==> config.mk <==
export PLATFORM = sky130hd
export DESIGN_NAME = fir_coef_loader
export DESIGN_NICKNAME = d
export VERILOG_FILES = /design/src/rtl/fir_coef_loader.sv
export SDC_FILE = /design/constraint.sdc
export NUM_CORES = 1
export LEC_CHECK = 0
export CELL_PAD_IN_SITES_DETAIL_PLACEMENT = 1
export CELL_PAD_IN_SITES_GLOBAL_PLACEMENT = 1
export CORE_MARGIN = 3
export CORE_UTILIZATION = 49
export CTS_CLUSTER_SIZE = 25
export DETAILED_ROUTE_END_ITERATION = 8
export GPL_ROUTABILITY_DRIVEN = 0
export PLACE_DENSITY_LB_ADDON = 0.1
export SLEW_MARGIN = 20
export SYNTH_ARGS = -nofsm -noshare
export SYNTH_HDL_FRONTEND = slang
export SYNTH_SLANG_ARGS = --single-unit
==> constraint.sdc <==
create_clock -name clk -period 18.4 [get_ports clk]
set_input_delay 4.6 -clock clk [delete_from_list [all_inputs] [get_ports clk]]
set_output_delay 4.6 -clock clk [all_outputs]
set_load 0.01 [all_outputs]
==> src/rtl/fir_coef_loader.sv <==
// Serial loader for a 6-tap coefficient bank: words land in a shadow bank and are
// committed to c0..c5 atomically. Define FIR_COEF_LOADER_COEF_CHECKSUM_EN to require a 7th checksum word.
module fir_coef_loader #(
  parameter int COEF_W  = 14,
  parameter int GAP_MAX = 255
) (
  input  logic                     clk,
  input  logic                     reset,
  input  logic                     load_start,
  input  logic signed [COEF_W-1:0] coef_in,
  input  logic                     coef_valid,
  output logic                     coef_ready,
  output logic signed [COEF_W-1:0] c0,
  output logic signed [COEF_W-1:0] c1,
  output logic signed [COEF_W-1:0] c2,
  output logic signed [COEF_W-1:0] c3,
  output logic signed [COEF_W-1:0] c4,
  output logic signed [COEF_W-1:0] c5,
  output logic                     busy,
  output logic                     done,
  output logic                     err
);

  typedef enum logic [1:0] {
    S_IDLE   = 2'd0,
    S_LOAD   = 2'd1,
    S_COMMIT = 2'd2
  } state_t;

`ifdef FIR_COEF_LOADER_COEF_CHECKSUM_EN
  localparam logic [2:0] LAST_IDX = 3'd6;
`else
  localparam logic [2:0] LAST_IDX = 3'd5;
`endif
  // Abort fires on the idle cycle that would bring the counter up to GAP_MAX.
  localparam logic [15:0] GAP_LIM = 16'(GAP_MAX - 1);

  state_t                     r_state;
  state_t                     w_state_nxt;
  logic [2:0]                 r_idx;
  logic [2:0]                 w_idx_nxt;
  logic [15:0]                r_gap;
  logic [15:0]                w_gap_nxt;
  logic signed [COEF_W-1:0]   r_shadow [0:5];
  logic signed [COEF_W-1:0]   r_c      [0:5];
  logic                       r_ready;
  logic                       r_busy;
  logic                       r_done;
  logic                       r_err;
  logic                       w_xfer;
  logic                       w_abort;
  logic                       w_commit;

`ifdef FIR_COEF_LOADER_COEF_CHECKSUM_EN
  function automatic logic [COEF_W-1:0] f_checksum(
    input logic [COEF_W-1:0] a, input logic [COEF_W-1:0] b, input logic [COEF_W-1:0] c,
    input logic [COEF_W-1:0] d, input logic [COEF_W-1:0] e, input logic [COEF_W-1:0] f
  );
    return a + b + c + d + e + f;
  endfunction

  logic [COEF_W-1:0] w_sum;
  assign w_sum = f_checksum(r_shadow[0], r_shadow[1], r_shadow[2],
                            r_shadow[3], r_shadow[4], r_shadow[5]);
`endif

  // Next-state, index and gap-counter decode.
  always_comb begin
    w_state_nxt = r_state;
    w_idx_nxt   = r_idx;
    w_gap_nxt   = r_gap;
    w_xfer      = 1'b0;
    w_abort     = 1'b0;
    w_commit    = 1'b0;
    case (r_state)
      S_IDLE: begin
        if (load_start) begin
          w_state_nxt = S_LOAD;
          w_idx_nxt   = 3'd0;
          w_gap_nxt   = 16'd0;
        end else begin
          w_state_nxt = S_IDLE;
        end
      end
      S_LOAD: begin
        if (coef_valid) begin
          w_xfer    = 1'b1;
          w_idx_nxt = 3'(r_idx + 3'd1);
          w_gap_nxt = 16'd0;
          if (r_idx == LAST_IDX) begin
`ifdef FIR_COEF_LOADER_COEF_CHECKSUM_EN
            if (coef_in == w_sum) begin
              w_state_nxt = S_COMMIT;
            end else begin
              w_state_nxt = S_IDLE;
              w_abort     = 1'b1;
            end
`else
            w_state_nxt = S_COMMIT;
`endif
          end else begin
            w_state_nxt = S_LOAD;
          end
        end else if (r_gap == GAP_LIM) begin
          w_state_nxt = S_IDLE;
          w_abort     = 1'b1;
          w_gap_nxt   = 16'd0;
        end else begin
          w_gap_nxt = r_gap + 16'd1;
        end
      end
      S_COMMIT: begin
        w_state_nxt = S_IDLE;
        w_commit    = 1'b1;
      end
      default: begin
        w_state_nxt = S_IDLE;
      end
    endcase
  end

  // State, shadow bank, active bank and registered handshake/status outputs.
  always_ff @(posedge clk) begin
    if (!reset) begin
      r_state <= S_IDLE;
      r_idx   <= 3'd0;
      r_gap   <= 16'd0;
      r_ready <= 1'b0;
      r_busy  <= 1'b0;
      r_done  <= 1'b0;
      r_err   <= 1'b0;
      for (int k = 0; k < 6; k++) begin
        r_shadow[k] <= '0;
        r_c[k]      <= '0;
      end
    end else begin
      r_state <= w_state_nxt;
      r_idx   <= w_idx_nxt;
      r_gap   <= w_gap_nxt;
      r_ready <= (w_state_nxt == S_LOAD);
      r_busy  <= (w_state_nxt != S_IDLE);
      r_done  <= w_commit;
      r_err   <= w_abort;
      // The checksum word (idx 6) is only compared, never stored.
      for (int k = 0; k < 6; k++) begin
        if (w_xfer && (r_idx == 3'(k))) begin
          r_shadow[k] <= coef_in;
        end
        if (w_commit) begin
          r_c[k] <= r_shadow[k];
        end
      end
    end
  end

  assign coef_ready = r_ready;
  assign busy       = r_busy;
  assign done       = r_done;
  assign err        = r_err;
  assign c0         = r_c[0];
  assign c1         = r_c[1];
  assign c2         = r_c[2];
  assign c3         = r_c[3];
  assign c4         = r_c[4];
  assign c5         = r_c[5];

endmodule

* Word level (Yosys, flattened, before mapping)
Memories as Yosys holds them, arrays and structs flattened.
Index checks and enable logic that the tools add are counted.
** Word-level totals
- Memories kept :: 2
- Register bits after elaboration :: 25
- Output and inout port bits :: 88
- Bits in writable memories :: 168
** Memories
- r_c :: depth 6, bits a word 14, read ports 6, clocked after Yosys merged registers in 0, wr ports 6, line 45 : logic signed [COEF_W-1:0] r_c [0:5];
- r_shadow :: depth 6, bits a word 14, read ports 6, clocked after Yosys merged registers in 0, wr ports 6, line 44 : logic signed [COEF_W-1:0] r_shadow [0:5];
** Operators by class
- $add $sub $neg :: 2
- Multiplexer cells :: 50
- Reductions and logical operators :: 13
- Bitwise gates (word level) :: 14
- Eq/ne operators :: 11
** Operators by type and width (count)
- 14-bit 2-to-1 mux :: 12
- 16-bit 2-to-1 mux :: 3
- 16-bit one-hot mux with 2 select lines :: 1
- 1-bit 2-to-1 mux :: 27
- 16-bit by 1-bit adder with 16-bit output (second input constant) :: 1
- 16-bit by 8-bit == test with 1-bit output (second input constant) :: 1
- 1-bit bitwise OR :: 12
- 3-bit by 2-bit == test with 1-bit output (second input constant) :: 2
- 3-bit == test (second input constant) :: 2
- 1-bit logical AND :: 6
- 2-bit 2-to-1 mux :: 3
- 3-bit 2-to-1 mux :: 2
- 3-bit one-hot mux with 2 select lines :: 1
- 2-bit by 1-bit == test with 1-bit output (second input constant) :: 2
- 2-bit inequality test (second input constant) :: 2
- 2-bit one-hot mux with 2 select lines :: 1
- 2-bit nonzero test :: 2
- 3-bit by 1-bit adder with 3-bit output (second input constant) :: 1
- 3-bit by 1-bit == test with 1-bit output (second input constant) :: 1
- 3-bit logical NOT :: 1
- 3-bit AND reduction :: 1
- 3-bit OR reduction :: 1
- 2-bit == test (second input constant) :: 1
- 2-bit logical NOT :: 1
- other kinds (2) :: 3

* Longest topological paths before layout
Gate-level depths: netlist (run 1).
- Word-level depth :: 7
- Gate-level depth with buffers :: 7

* Worst setup path before layout (run 1)
No wires, ideal clock.
- Path kind :: input port to flip-flop
- Start point :: input reset
- End point :: memory r_c[0][0] (enable)
- Arrival time :: 7545 ps
- Setup slack :: 9568 ps
- Path buffers :: 2
- Cell stages on the path :: 3
- Data required time :: 17113 ps
- Cell sequence :: clkbuf_8 -> clkbuf_1 -> o21ai_0
** RTL lines
- start: declaration :: line 8 : input logic reset,
- end: declaration :: line 45

==> summary.md, run 1 <==
| Metric | Value |
|---|---|
| Status | finished, final reports clean |
| Commonest non-fill, non-tap cells in the layout | and2_1, edfxtp_1, clkdlybuf4s50_1 |
| Setup ws final | 11380 ps |
| Post-layout minimum cycle time | 7020 ps |
| Clock-pin transition on the worst setup and hold timing paths | approximately 60 ps |
| Slew Viols, Final | 0 |
| CP Data Required Time | around 19000 ps |
| Setup bufs post-CTS | 0 |
| Cells after Synth | 521 |
| Area after DPL | 8870 um^2 |
| Core Region | 15300 um^2 |
| Initial Util | about half |
| Async SR Flop Fraction | 0% |
| Worst Skew | 6.98 ps |
| Die area | 17200 um^2 |
| Hold slack | roughly 520 ps |
| PortBufs | 105 |
| Clk buf depth | 2 |
| First-pass GRT wire length | 25800 um |
| TritonCTS clock tree | done |
| Ant diodes | 0 |
| Row Count | 45 |
| Register bit total from synthesis | 193 |
| Post-route ant nets | 0 |
| Via count of the routed design | between 4000 and 5000 |
| Drt wl/cell | 20.0 um |
| Final Hold Viols | 0 |
| Post-synthesis cell type count | 46 |
| WS Path Type | input pin to flop |
| Vias/cell | around 5 |
| Root buf cell | clkbuf_16 |
| Post-synth EDFFs | 168 |
| Worst setup EP type | flop |
| Vias in the first global route | about 4500 |
| Leak | 3.47 nW |
| Fin nets | 651 |
| GRT Util Overall | 20.7% |
| H-tree depth | 4 |
| Area Growth Syn to Fin | 23.4% |
| Nature of the critical path startpoint | input pin |
| Largest net degree at the start of global routing | 58 |
| Pre-CTS WS | ~11000 ps |
| FMAX | between 100 and 150 MHz |
| Yosys warns | 0 |
| Pwr per Cell Area | around 94 nW/um^2 |
| Layout cells sized above 1 | 6.57% |
| Setup TNS | 0 ps |
| DRT iter0 DRCs | between 200 and 300 |
| HP Class | flop to flop |
| # resized after CTS | 0 |
| Synth Cell Area | 7660 um^2 |
| Fin area | ~9500 um^2 |
| CTS Buf Count | 17 |
| Vert. Die Dim | ~130 um |
| Crit share post-route | 38.2% |
| Post-synth net total | roughly 550 |
| CTS Hold Bufs | 0 |
| Worst EP arrival | 7310 ps |
| I/O Pins | ~110 |
| Max_cap viols | 0 |
| Slew headroom | 39.1% |
| Unrepaired setup endpoints after global routing | false |
| Maximum VDD drop | 0.0000694 V |
| Initial antenna violation count | 2 |
| Die X-Extent | approximately 130 um |
| Final setup violating endpoints | 0 |
| Slew at the pin with the worst max-slew slack | 911 ps |
| CTS Sinks | around 190 |
| Hpwl dp | 10800 um |
| DRT Pass-1 Iters | 5 |
| Crit-path max FO | 57 |
| WL final | 17000 um |
| Post-synth top flop | edfxtp_1 |
| GR Overflow Total | 0 |
| Clk Latency, worst-skew pair | 430 ps |
| Number of remaining DRC errors | 0 |
| Seq/Total Area, Yosys | 72.4% |
| Final Power | between 800 and 900 uW |
| Most common cell after layout, fill and taps aside | and2_1 |
| Mean Syn Cell Area | approximately 15 um^2 |
## layout make-up
type	instances	area [um^2]
well taps	211	264
inverters	7	26.3
multi-input cells	298	1960
clock inverters	14	123
fillers	1454	5810
clock buffers	18	429
flip-flops and latches	193	5550
repair buffers	109	1100
## critical path, cell delays in order
cell and delay, ps:
clkdlybuf4s50_1 1070, nor3b_4 880, buf_4 530, and2_1 220
## flip-flops by register name, indices dropped and copies added, names as in the netlist
signal / count
r_c: 84
r_shadow: 84
r_gap: 16
r_idx: 3
r_state: 2
busy: 1
coef_ready: 1
done: 1
err: 1
## worst paths after layout
kind	start	to	slack (ps)	cells past startpoint
hold reg to reg	r_shadow[1][9]$_SDFFCE_PN0P_	r_c[1][9]$_SDFFCE_PN0P_	520	1
hold / removal	r_shadow[1][9]$_SDFFCE_PN0P_	r_c[1][9]$_SDFFCE_PN0P_	520	1
setup reg to reg	r_state[1]$_SDFF_PN0_	r_c[5][5]$_SDFFCE_PN0P_	15980	3
setup / recovery	reset	r_c[3][1]$_SDFFCE_PN0P_	11380	4
## stage by stage
step	utilization (%)	std cells
final	62.0	850
after global routing	62.0	850
after CTS	61.8	849
after detailed placement	58.2	817
after global placement	58.2	817
after floorplan	-	521
## Yosys cell counts (2+ instances only)
master / instances / area (um^2)
and4b_1: 2 / 20.0
ha_1: 7 / 87.6
nand3_1: 6 / 30.0
dfxtp_1: 25 / 500
inv_1: 7 / 26.3
and3_1: 5 / 31.3
clkbuf_2: 11 / 55.1
nor2b_1: 6 / 37.5
buf_2: 2 / 10.0
a22oi_1: 3 / 22.5
nor4_1: 5 / 31.3
xnor2_1: 9 / 78.8
a21oi_1: 5 / 25.0
a21o_1: 3 / 22.5
nor3_1: 8 / 40.0
nor2_1: 20 / 75.1
and4_2: 2 / 20.0
o21ai_0: 3 / 15.0
clkbuf_8: 3 / 41.3
nand2_1: 16 / 60.1
nand4_4: 2 / 42.5
nand4_1: 6 / 37.5
nand3b_1: 2 / 15.0
and2_1: 169 / 1060
clkbuf_1: 6 / 22.5
edfxtp_1: 168 / 5040
## layer usage
metal  part of all wire (%)  global-route usage, %  vias up
li1                       -                      -     2038
met1                     39                   25.7     2163
met2                     53                   36.4      120
met3                    6.5                   3.86       15
met4                   0.90                   7.14        0
met5                      0                      0        -
## report_power, final
group	total, mW	internal, mW	leakage, nW	switching (mW)
Sequential	0.496	0.490	1.94	0.00626
Combinational	0.0458	0.0190	1.26	0.0268
Clock	0.349	0.197	0.268	0.153
## logic make-up after synthesis
logic type,after synthesis,share of synthesized area (%)
AND/OR/NAND/NOR,260,21.0
flip-flops,193,72.4
buffers and inverters,30,2.17
AO/OA/AOI/OAI,20,2.01
XOR/XNOR,10,1.14
adder cells (fa/ha/maj),7,1.14
multiplexers,1,0.131
(Power assumes the default switching activity.)
==> inputs of run 2 (changes only) <==
--- a/config.mk
+++ b/config.mk
@@ -8,7 +8,7 @@
 export CELL_PAD_IN_SITES_DETAIL_PLACEMENT = 1
 export CELL_PAD_IN_SITES_GLOBAL_PLACEMENT = 1
 export CORE_MARGIN = 3
-export CORE_UTILIZATION = 49
+export CORE_UTILIZATION = 45
 export CTS_CLUSTER_SIZE = 25
 export DETAILED_ROUTE_END_ITERATION = 8
 export GPL_ROUTABILITY_DRIVEN = 0
==> constraint.sdc (replaced) <==
create_clock -name clk -period 6.55 [get_ports clk]
set_input_delay 1.6375 -clock clk [delete_from_list [all_inputs] [get_ports clk]]
set_output_delay 1.6375 -clock clk [all_outputs]
set_load 0.01 [all_outputs]
==> run 2 against run 1 <==
Net effect:
- sequential power grew to 2.8 times the previous value
- via count shrank 2.4%
- sequential cell count is the same
- hold slack lost 3.1 ps
- register-to-register slack lost 12000 ps
- setup slack lost 8600 ps
- critical path depth shrank 1
- clock skew grew 2.3 ps
- final area grew 0.41%
- sequential share of layout area shrank 0.24 points
- clock power grew to 3.0 times the previous value
- largest cell class unchanged
==> summary.md, run 2 (synthesis gave the netlist of run 1 again) <==
| Metric | Value |
|---|---|
| Crit share post-route | roughly 57% |
| Initial Util | 46.0% (was 50.2%) |
| DRT iter0 DRCs | 271 (was 260) |
| Worst setup EP type | flop (unchanged) |
| I/O Pins | 106 (unchanged) |
| Die X-Extent | 136 um (was 131 um) |
| HP Class | flop to flop (unchanged) |
| RR Startpoint | r_state[1]$_SDFF_PN0_ (unchanged) |
| Vias/cell | 4.94 (was 5.10) |
| Status | finished, final reports clean (unchanged) |
| Worst Setup EP | r_c[1][1]$_SDFFCE_PN0P_ (was r_c[3][1]$_SDFFCE_PN0P_) |
| Final Power | 2.58 mW (was 891 uW) |
| H-tree depth | 4 (unchanged) |
| Number of remaining DRC errors | 0 (unchanged) |
| CTS Buf Count | 17 (unchanged) |
| Largest net degree at the start of global routing | 86 (was 58) |
| Crit-path max FO | 74 (was 57) |
| Launch point of the worst path | reset (unchanged) |
| Sw Ratio | 22.0% (was 20.8%) |
| Slew Viols, Final | 0 (unchanged) |
| FMAX | 268 MHz |
| Hpwl dp | 10600 um (was 10800 um) |
| Internal Power | 2.01 mW (was 705 uW) |
| WS Path Type | input pin to flop (unchanged) |
| Worst EP arrival | 3770 ps (was 7310 ps) |
| Vert. Die Dim | 136 um (was 131 um) |
| DRT Pass-1 Iters | 4 (was 5) |
| Flop2flop setup slack | 4290 ps (was 15980 ps) |
| Nature of the critical path startpoint | input pin (unchanged) |
| Area Growth Syn to Fin | 23.9% (was 23.4%) |
| # resized after CTS | 0 (unchanged) |
| GR Overflow Total | 0 (unchanged) |
| Core Region | 16600 um^2 (was 15300 um^2) |
| GRT Util Overall | 17.8% (was 20.7%) |
| Final Hold Viols | 0 (unchanged) |
| Max_cap viols | 0 (unchanged) |
| Root buf cell | clkbuf_16 (unchanged) |
| Layout cells sized above 1 | 7.54% (was 6.57%) |
| Slew at the pin with the worst max-slew slack | 958 ps (was 911 ps) |
| Multi-input logic area | 1970 um^2 (was 1960 um^2) |
| Ant diodes | 0 (unchanged) |
| First-pass GRT wire length | 24400 um (was 25800 um) |
| CTS Hold Bufs | 0 (unchanged) |
| Clock-pin transition on the worst setup and hold timing paths | 70 ps (was 60 ps) |
| Leak | 3.49 nW (was 3.47 nW) |
| Worst Skew | 9.23 ps (was 6.98 ps) |
| Clk Latency, worst-skew pair | 430 ps (about the same) |
| Gate power share | 4.8% (was 5.1%) |
| Commonest non-fill, non-tap cells in the layout | and2_1, edfxtp_1, clkdlybuf4s50_1 (unchanged) |
| Row Count | 47 (was 45) |
| TritonCTS clock tree | done (unchanged) |
| Via count of the routed design | 4234 (was 4336) |
| Pwr per Cell Area | 271 nW/um^2 (was 94.2 nW/um^2) |
| Setup bufs post-CTS | 0 (unchanged) |
| CP Data Required Time | 6600 ps (was 18690 ps) |
| Unrepaired setup endpoints after global routing | false (unchanged) |
| WL final | 15900 um (was 17000 um) |
| Setup TNS | 0 ps (unchanged) |
| Vias in the first global route | 4384 (was 4507) |
| Filler cell count | 1577 (was 1454) |
| Final setup violating endpoints | 0 (unchanged) |
| Most common cell after layout, fill and taps aside | and2_1 (unchanged) |
| Reg2reg path depth | 3 (unchanged) |
| Power share of the clock group | 41.2% (was 39.2%) |
| Drt wl/cell | 18.6 um (was 20.0 um) |
| RR Endpoint | r_c[1][1]$_SDFFCE_PN0P_ (was r_c[5][5]$_SDFFCE_PN0P_) |
| Die area | 18600 um^2 (was 17200 um^2) |
| Biggest regs | r_c (84), r_shadow (84), r_gap (16) (unchanged) |
| Post-layout minimum cycle time | around 3700 ps |
| Clk buf depth | 2 (unchanged) |
| Sequential Power Share | 54.0% (was 55.6%) |
| Initial antenna violation count | 2 (unchanged) |
| PortBufs | 105 (unchanged) |
| Maximum VDD drop | 0.000178 V (was 0.0000694 V) |
| Slew headroom | 36.1% (was 39.1%) |
| Seq. cell area | 5550 um^2 (unchanged) |
| Post-route ant nets | 0 (unchanged) |
| NetSw | 566 uW (was 186 uW) |
| Fin nets | 649 (was 651) |
| CTS Sinks | 193 (unchanged) |
[run 2: changes by cell type in the layout (fill, tap and decap cells not counted), moves of 2 or more]
| cell | before | now |
|---|---|---|
| clkinv_2 | 3 | 1 |
| clkinv_1 | 6 | 0 |
| inv_8 | 0 | 6 |
| inv_6 | 0 | 4 |
[run 2: power by group through the flow]
stage          sequential [mW]  combinational [mW]  clock [mW]
6_report                  1.39               0.124        1.06
5_1_grt                   1.40               0.135        1.13
4_1_cts                   1.39               0.127        1.08
3_5_place_dp              1.42               0.127           0
3_3_place_gp              1.42               0.124           0
2_1_floorplan             1.42              0.0448           0
[run 2: metal layers]
| metal | share of wire [%] | GRT usage [%] | up-vias |
|---|---|---|---|
| li1 | - | - | 2035 |
| met5 | 0 | 0 | - |
| met2 | 53 | 31.9 | 103 |
| met3 | 4.3 | 3.29 | 18 |
| met1 | 41 | 21.5 | 2078 |
| met4 | 1.8 | 6.44 | 0 |
[run 2: per-stage QoR]
| step | std cells | setup slack [ps] | instance area (um^2) | utilization (%) | hold slack, ps |
|---|---|---|---|---|---|
| after floorplan | 521 | 1450 | 7660 | - | 461 |
| after global placement | 825 | 2480 | 8880 | 53.3 | 479 |
| after detailed placement | 825 | 2360 | 8880 | 53.4 | 498 |
| after CTS | 857 | 2840 | 9490 | 57.0 | 514 |
| after global routing | 857 | 2600 | 9490 | 57.0 | 539 |
| final | 857 | 2820 | 9490 | 57.0 | 516 |
[run 2: how the worst min path moves through the flow]
stage | endpoint | cells after the start | slack, ps | startpoint
after global routing | r_gap[14]$_SDFFE_PN0P_ | 2 | 540 | r_gap[14]$_SDFFE_PN0P_
after detailed placement | r_gap[15]$_SDFFE_PN0P_ | 2 | 500 | r_gap[15]$_SDFFE_PN0P_
after CTS | r_gap[15]$_SDFFE_PN0P_ | 2 | 510 | r_gap[15]$_SDFFE_PN0P_
final | r_c[5][7]$_SDFFCE_PN0P_ | 1 | 520 | r_shadow[5][7]$_SDFFCE_PN0P_
after global placement | r_gap[14]$_SDFFE_PN0P_ | 2 | 480 | r_gap[14]$_SDFFE_PN0P_
after floorplan | r_gap[15]$_SDFFE_PN0P_ | 2 | 460 | r_gap[15]$_SDFFE_PN0P_
[run 2: final cells by class]
| type | instances | share of cell area (%) |
|---|---|---|
| clock buffer | 17 | 4.48 |
| clock inverter | 15 | 1.95 |
| inverter | 7 | 0.277 |
| multi-input combinational | 298 | 20.7 |
| sequential | 193 | 58.4 |
| tap | 220 | 2.90 |
| timing repair buffer | 107 | 11.2 |
[run 2: worst max-delay path: stages]
cell and delay (ps):
clkdlybuf4s50_1 870, o21ai_4 400, buf_4 770
